--- src/rtl/dnp3_link_tx.sv ---
// DNP3 link-layer transmitter for header-only frames (LEN=5, no user data).
// Emits 05 64 05 CTRL DST_lo DST_hi SRC_lo SRC_hi CRC_lo CRC_hi byte-serially over a valid/ready handshake.
module dnp3_link_tx #(
    parameter logic [15:0] MY_ADDRESS = 16'h0001
) (
    input  logic        clk,
    input  logic        rst,
    input  logic        send,
    input  logic [7:0]  control,
    input  logic [15:0] dest_addr,
    output logic        busy,
    output logic [7:0]  tx_data,
    output logic        tx_valid,
    input  logic        tx_ready,
    output logic        frame_sent
);

    typedef enum logic [1:0] {
        ST_IDLE = 2'd0,
        ST_SEND = 2'd1,
        ST_DONE = 2'd2
    } state_t;

    localparam logic [7:0]  START1   = 8'h05;
    localparam logic [7:0]  START2   = 8'h64;
    localparam logic [7:0]  LEN      = 8'h05;
    localparam logic [15:0] CRC_POLY = 16'hA6BC;
    localparam logic [3:0]  LAST_IDX = 4'd9;

    state_t      state_q, state_d;
    logic [3:0]  idx_q, idx_d;
    logic [15:0] crc_q, crc_d;
    logic [7:0]  ctrl_q, ctrl_d;
    logic [15:0] dst_q, dst_d;

    logic        hs;
    logic        start;
    logic [7:0]  byte_cur;
    logic [15:0] crc_next;

    // Reflected DNP3 CRC-16: eight LSB-first bit steps for one byte.
    function automatic logic [15:0] crc_byte(input logic [15:0] crc_in, input logic [7:0] data);
        logic [15:0] c;
        c = crc_in ^ {8'h00, data};
        for (int i = 0; i < 8; i++) begin
            if (c[0]) c = (c >> 1) ^ CRC_POLY;
            else      c = c >> 1;
        end
        return c;
    endfunction

    always_comb begin
        byte_cur = 8'h00;
        case (idx_q)
            4'd0:    byte_cur = START1;
            4'd1:    byte_cur = START2;
            4'd2:    byte_cur = LEN;
            4'd3:    byte_cur = ctrl_q;
            4'd4:    byte_cur = dst_q[7:0];
            4'd5:    byte_cur = dst_q[15:8];
            4'd6:    byte_cur = MY_ADDRESS[7:0];
            4'd7:    byte_cur = MY_ADDRESS[15:8];
            4'd8:    byte_cur = ~crc_q[7:0];
            4'd9:    byte_cur = ~crc_q[15:8];
            default: byte_cur = 8'h00;
        endcase
    end

    assign hs       = (state_q == ST_SEND) && tx_ready;
    assign start    = send && (state_q != ST_SEND);
    assign crc_next = crc_byte(crc_q, byte_cur);

    always_ff @(posedge clk or posedge rst) begin
        if (rst) begin
            state_q <= ST_IDLE;
            idx_q   <= 4'd0;
            crc_q   <= 16'h0000;
            ctrl_q  <= 8'h00;
            dst_q   <= 16'h0000;
        end else begin
            state_q <= state_d;
            idx_q   <= idx_d;
            crc_q   <= crc_d;
            ctrl_q  <= ctrl_d;
            dst_q   <= dst_d;
        end
    end

    always_comb begin
        state_d = state_q;
        case (state_q)
            ST_IDLE: if (send) state_d = ST_SEND;
            ST_SEND: if (hs && idx_q == LAST_IDX) state_d = ST_DONE;
            ST_DONE: state_d = send ? ST_SEND : ST_IDLE;
            default: state_d = ST_IDLE;
        endcase
    end

    // Frame fields are captured once at start so input changes mid-frame are invisible.
    always_comb begin
        idx_d  = idx_q;
        crc_d  = crc_q;
        ctrl_d = ctrl_q;
        dst_d  = dst_q;
        if (start) begin
            idx_d  = 4'd0;
            crc_d  = 16'h0000;
            ctrl_d = control;
            dst_d  = dest_addr;
        end else if (hs) begin
            idx_d = idx_q + 4'd1;
            if (idx_q < 4'd8) crc_d = crc_next;
        end
    end

    always_comb begin
        busy       = 1'b0;
        tx_valid   = 1'b0;
        tx_data    = 8'h00;
        frame_sent = 1'b0;
        case (state_q)
            ST_SEND: begin
                busy     = 1'b1;
                tx_valid = 1'b1;
                tx_data  = byte_cur;
            end
            ST_DONE: frame_sent = 1'b1;
            default: ;
        endcase
    end

endmodule

--- config.mk ---
export PLATFORM = sky130hd
export DESIGN_NAME = dnp3_link_tx
export DESIGN_NICKNAME = d
export VERILOG_FILES = /design/src/rtl/dnp3_link_tx.sv
export SDC_FILE = /design/constraint.sdc
export NUM_CORES = 1
export LEC_CHECK = 0
export BUFFER_PORTS_ARGS = -buffer_cell sky130_fd_sc_hd__buf_2
export CAP_MARGIN = 20
export CORE_UTILIZATION = 35
export DETAILED_ROUTE_END_ITERATION = 8
export PLACE_DENSITY = 0.64
export SKIP_CTS_REPAIR_TIMING = 1
export SLEW_MARGIN = 20
export SYNTH_ARGS = -nofsm -noshare
export SYNTH_HDL_FRONTEND = slang
export SYNTH_SLANG_ARGS = --single-unit
--- constraint.sdc ---
create_clock -name clk -period 4.48 [get_ports clk]
set_clock_uncertainty 0.15 [all_clocks]
set_input_delay 0.224 -clock clk [delete_from_list [all_inputs] [get_ports clk]]
set_output_delay 0.224 -clock clk [all_outputs]
set_load 0.02 [all_outputs]
# After elaboration in Yosys (flattened, before gate mapping)
# Cells that the tools add are included.
[totals]
regBits = 46
latchBits = 0
mem_bits_rw = 0
romBits = 0
input_bits = 28
out_inout_bits = 11
wordCells = 62
memories = 0
[classes]
n_addsub = 1
n_mul = 0
n_div = 0
order_cmp = 1
n_eq_ne = 13
shifts = 0
muxes = 21
n_bitwise = 11
reduce_logical = 10
[op_table]
columns = ["cell", "n"]
rows = [
  ["16-bit 2-to-1 mux", 11],
  ["8-bit NOT with 9-bit output", 8],
  ["8-bit case mux with 8 select lines", 1],
  ["8-bit NOT", 2],
  ["16-bit by 8-bit bitwise XOR with 16-bit output", 1],
  ["4-bit by 3-bit equality test with 1-bit output, second input constant", 3],
  ["4-bit by 2-bit equality test with 1-bit output, second input constant", 2],
  ["4-bit equality test, second input constant", 2],
  ["4-bit 2-to-1 mux", 2],
  ["8-bit 2-to-1 mux", 1],
  ["2-bit case mux with 3 select lines", 1],
  ["4-bit by 1-bit adder with 4-bit output, second input constant", 1],
  ["4-bit by 1-bit equality test with 1-bit output, second input constant", 1],
  ["4-bit logical NOT", 1],
  ["4-bit less-than comparator, second input constant", 1],
  ["2-bit 2-to-1 mux", 2],
  ["2-bit by 1-bit inequality test with 1-bit output, second input constant", 2],
  ["2-bit AND reduction", 2],
  ["2-bit nonzero test", 2],
  ["1-bit logical AND", 3],
  ["1-bit 2-to-1 mux", 3],
  ["2-bit by 1-bit equality test with 1-bit output, second input constant", 1],
  ["2-bit equality test, second input constant", 1],
  ["2-bit logical NOT", 1],
  ["2 further kinds", 2],
]

# Logic depth before layout (Yosys ltp)
[depth]
depth_word = 23
ltp_mapped = 11
depth_no_buf = 9

# Worst setup path before layout
# No wires, ideal clock.
[synth_path]
path_type = "flip-flop to flip-flop"
from = "reg idx_q[0]"
to = "reg crc_q[5]"
setup_ns = 0.076
arrival_ns = 2.885
required_ns = 4.254
path_slack_ns = 1.369
stages_incl_launch_ff = 12
n_path_buf = 2
synth_period_minus_slack_ns = 3.111
cell_sequence = "dfrtp_1 -> inv_1 -> ha_1 -> clkbuf_2 -> clkbuf_1 -> nor3_1 -> nor3_1 -> nor4_1 -> mux2i_1 -> xnor3_2 -> xnor3_1 -> o21ai_1"
[synth_between]
elab_chain_cells = 19
word_cells_on_any_way = 33
classes_between = "order compare (1); eq/ne (8); mux (12); bitwise (8); reduce/logical (4)"
[synth_lines]
columns = ["item", "line_no", "text"]
rows = [
  ["start, declared", "31", "logic [3:0] idx_q, idx_d;"],
  ["start signal, assigned", "82", "idx_q <= idx_d;"],
  ["4-bit by 2-bit equality test with 1-bit output or 4-bit logical NOT (tied branches)", "54", "case (idx_q)"],
  ["2-bit OR reduction (no line)", "--", ""],
  ["8-bit case mux with 8 select lines", "54", ""],
  ["16-bit by 8-bit bitwise XOR with 16-bit output", "44", "c = crc_in ^ {8'h00, data};"],
  ["8-bit NOT with 9-bit output (no line) or 16-bit 2-to-1 mux (tied branches)", "--", ""],
  ["16-bit 2-to-1 mux or 8-bit NOT with 9-bit output (tied branches)", "--", ""],
  ["8-bit NOT with 9-bit output (no line) or 16-bit 2-to-1 mux (tied branches)", "--", ""],
  ["16-bit 2-to-1 mux or 8-bit NOT with 9-bit output (tied branches)", "--", ""],
  ["[... 2 more ...]", "--", ""],
  ["16-bit 2-to-1 mux", "46", "if (c[0]) c = (c >> 1) ^ CRC_POLY;"],
  ["16-bit 2-to-1 mux or 8-bit NOT with 9-bit output (tied branches)", "--", ""],
  ["16-bit 2-to-1 mux (2 in series)", "46", ""],
  ["8-bit NOT with 9-bit output (no line) or 16-bit 2-to-1 mux (tied branches)", "--", ""],
  ["16-bit 2-to-1 mux", "46", ""],
  ["16-bit 2-to-1 mux", "112", "if (idx_q < 4'd8) crc_d = crc_next;"],
  ["16-bit 2-to-1 mux", "110", "end else if (hs) begin"],
  ["16-bit 2-to-1 mux", "105", "if (start) begin"],
  ["end signal, assigned", "83", "crc_q <= crc_d;"],
  ["end, declared", "32", "logic [15:0] crc_q, crc_d;"],
]
# Several ways; a longest one is shown, not always the timed one. The select of a mux whose other input is x is not followed.
# A chain may end at the register's enable or synchronous reset.

# Worst setup path in the final report
[layout_path]
from = "reg idx_q[1]"
to = "reg crc_q[5]"
# The elaborated chain is that of the path after synthesis.

==> flow_summary.yaml <==
run_status:
  outcome: "finished with violations"
  violations: "negative hold slack"
cts:
  cts_root_buffer: "clkbuf_8"
  htree_levels: 2
  cts_tree: "yes"
  cts.clk_slew.worst_paths_ns: 0.09
  cts_sinks: 46
  worstSkewPairLatency_ns: 0.31
  cts_made_buffers: 5
  clk_path_buf_depth: 2
sta:
  min_period_ns: 3.74
  fin_crit_sh_pct: 83.4
  finalWorstSetupSlack_ns: 0.743
  fmax_mhz: 268
  rsz0062_at_grt: "false"
  setup_viol: 0
  tns_ns: 0
  finalHoldViolCount: 7
  slew_violations: 0
  tightest_slew_ns: 0.915
  hold_ws_ns: -0.00641
  max-slew-margin-rel_pct: 39.0
setup_path:
  criticalPathCategory: "reg -> reg"
  reg2reg_to: "crc_q[5]"
  critical_path_required_ns: 4.56
  reg2reg_depth: 9
  r2r_slack_ns: 0.74
  cp.arrival_ns: 3.82
  cp-start-kind: "register"
  worst_setup_path_end_kind: "register"
  crit_fanout: 16
  reg2reg_from: "idx_q[1]"
routing:
  drc_errors: 0
  dr.pass1.iters: 5
  wl_mm: 6.74
  final_antenna_net_count: 0
  vias: 2199
  vias_per_cell: 5.24
  drt-initial-drc-count: 100
  post_drt_wl_per_cell_um: 16.1
placement:
  place_inst: 411
  place_ws_ns: 0.776
  hpwlAfterDp_mm: 4.89
  portBuffers: 38
  dpl_cell_area_um2: 3230
  place_congestion: 0.866
final_layout:
  design_area_um2: 3360
  area_growth_pct: 13.2
  final_nets: 347
  layout_commonest_cell: "dfrtp_1"
  n_antenna_cell: 0
  drive_gt1_share_pct: 26.0
  final_cell_mix: "46 x dfrtp_1, 38 x buf_2, 25 x mux2_2"
  stdcell_count: 420
yosys:
  mappedNetlistArea_um2: 2970
  synth_flop_cell: "dfrtp_1"
  syn_avg_cell_area_um2: 10.5
  synth-edff-count: 0
  ys_seq_area_share_pct: 38.8
  synth_cells: 284
  synth_seq_cells: 46
  yosysWarnings: 0
  syn_nets: 316
  synth.distinct_cells: 55
  async_reset_ff_share_pct: 100
global_routing:
  antenna_found_initial: 0
  grt_pass1_vias: 2155
  grt_pass1_wl_mm: 11.1
  grt_max_degree: 47
  global_route.usage.total_pct: 16.4
  gr-total-overflow: 0
min_path:
  holdPathEnd: "dst_q[1]"
  holdPathStages: 2
  hp-start: "dest_addr[1]"
  worstHoldPathType: "in -> reg"
die:
  fp-row-count: 33
  die-area_um2: 8860
  initial_core_util_pct: 36.2
  ios: 39
  die_h_um: 94.1
  fp.dieW_um: 94.1
  core_area_um2: 8220
flow_run:
  cap_violations: 0
## sequential cells by signal, summed over array words and instances (netlist names)
| register | flops |
|---|---|
| state_q | 2 |
| ctrl_q | 8 |
| crc_q | 16 |
| idx_q | 4 |
| dst_q | 16 |
## synthesized netlist by cell type, types with 3 or more instances
master    count  share of area [%]
xor2_1        9                2.7
buf_2         4               0.67
inv_1         7               0.88
clkbuf_1     10                1.3
nor3_1        6                1.0
nand2b_1      3               0.63
nor2b_1       6                1.3
nand2_1      12                1.5
nand3_1      20                3.4
xnor3_1       8                6.1
nor2_1       16                2.0
ha_1          4                1.7
xnor2_1      17                5.0
and3_1        5                1.1
mux2_2       25                9.5
nand3b_1      3               0.76
a22oi_1       5                1.3
nor4bb_1      4                1.3
o21ai_0      22                3.7
dfrtp_1      46                 39
a21oi_1      10                1.7
## stage by stage
step | util, % | hold slack, ns
detailed placement | 39.3 | 0.301
floorplan | - | 0.156
global placement | 39.3 | 0.293
CTS | 40.7 | -0.0251
global route | 40.9 | 0.00222
finish | 40.9 | -0.00641
## area by class of cell
class	instances	area [um^2]
Clock inverter	1	30.0
Timing Repair Buffer	43	233
Clock buffer	6	82.6
Tap cell	105	131
Fill cell	795	4850
Sequential cell	46	1150
Inverter	7	27.5
Multi-Input combinational cell	212	1710
## worst max path at each step
stage / startpoint / to / slack (ns) / depth (start not counted)
after floorplan: idx_q[0] / crc_q[5] / 1.37 / 11
after global placement: idx_q[1] / crc_q[5] / 1.01 / 9
after detailed placement: idx_q[0] / crc_q[5] / 0.78 / 9
after CTS: idx_q[0] / crc_q[5] / 0.77 / 9
after global routing: idx_q[1] / crc_q[5] / 0.44 / 9
final: idx_q[1] / crc_q[5] / 0.74 / 9
## layer usage
metal,wire length (um),track usage [%],part of all wire [%]
met1,3270,22.5,49
met2,3100,26.7,46
met3,287,2.91,4.3
met4,79,4.23,1.2
met5,0,0,0
## worst max-delay path: stages, from the launching register on
cell and delay, ns:
dfrtp_1 0.43, inv_1 0.10, ha_1 0.54, a22oi_1 0.20, nor2_1 0.22, mux2_2 0.36, a311oi_1 0.68, xnor3_2 0.52
xnor3_1 0.35, o21ai_1 0.12
## kinds of logic after synthesis
kind of cell | after synthesis | share of synthesized area (%)
and+or+nand+nor | 90 | 17.3
buffers and inverters | 26 | 3.75
DFF | 46 | 38.8
AOI/OAI and AO/OA | 54 | 12.2
muxes | 27 | 10.2
xor gates and xnor gates | 37 | 16.1
adders and majority gates | 4 | 1.68
Power is left out: the tool's default activity adds up to more than one toggle a clock period on the data nets, which glitch-free logic cannot reach.
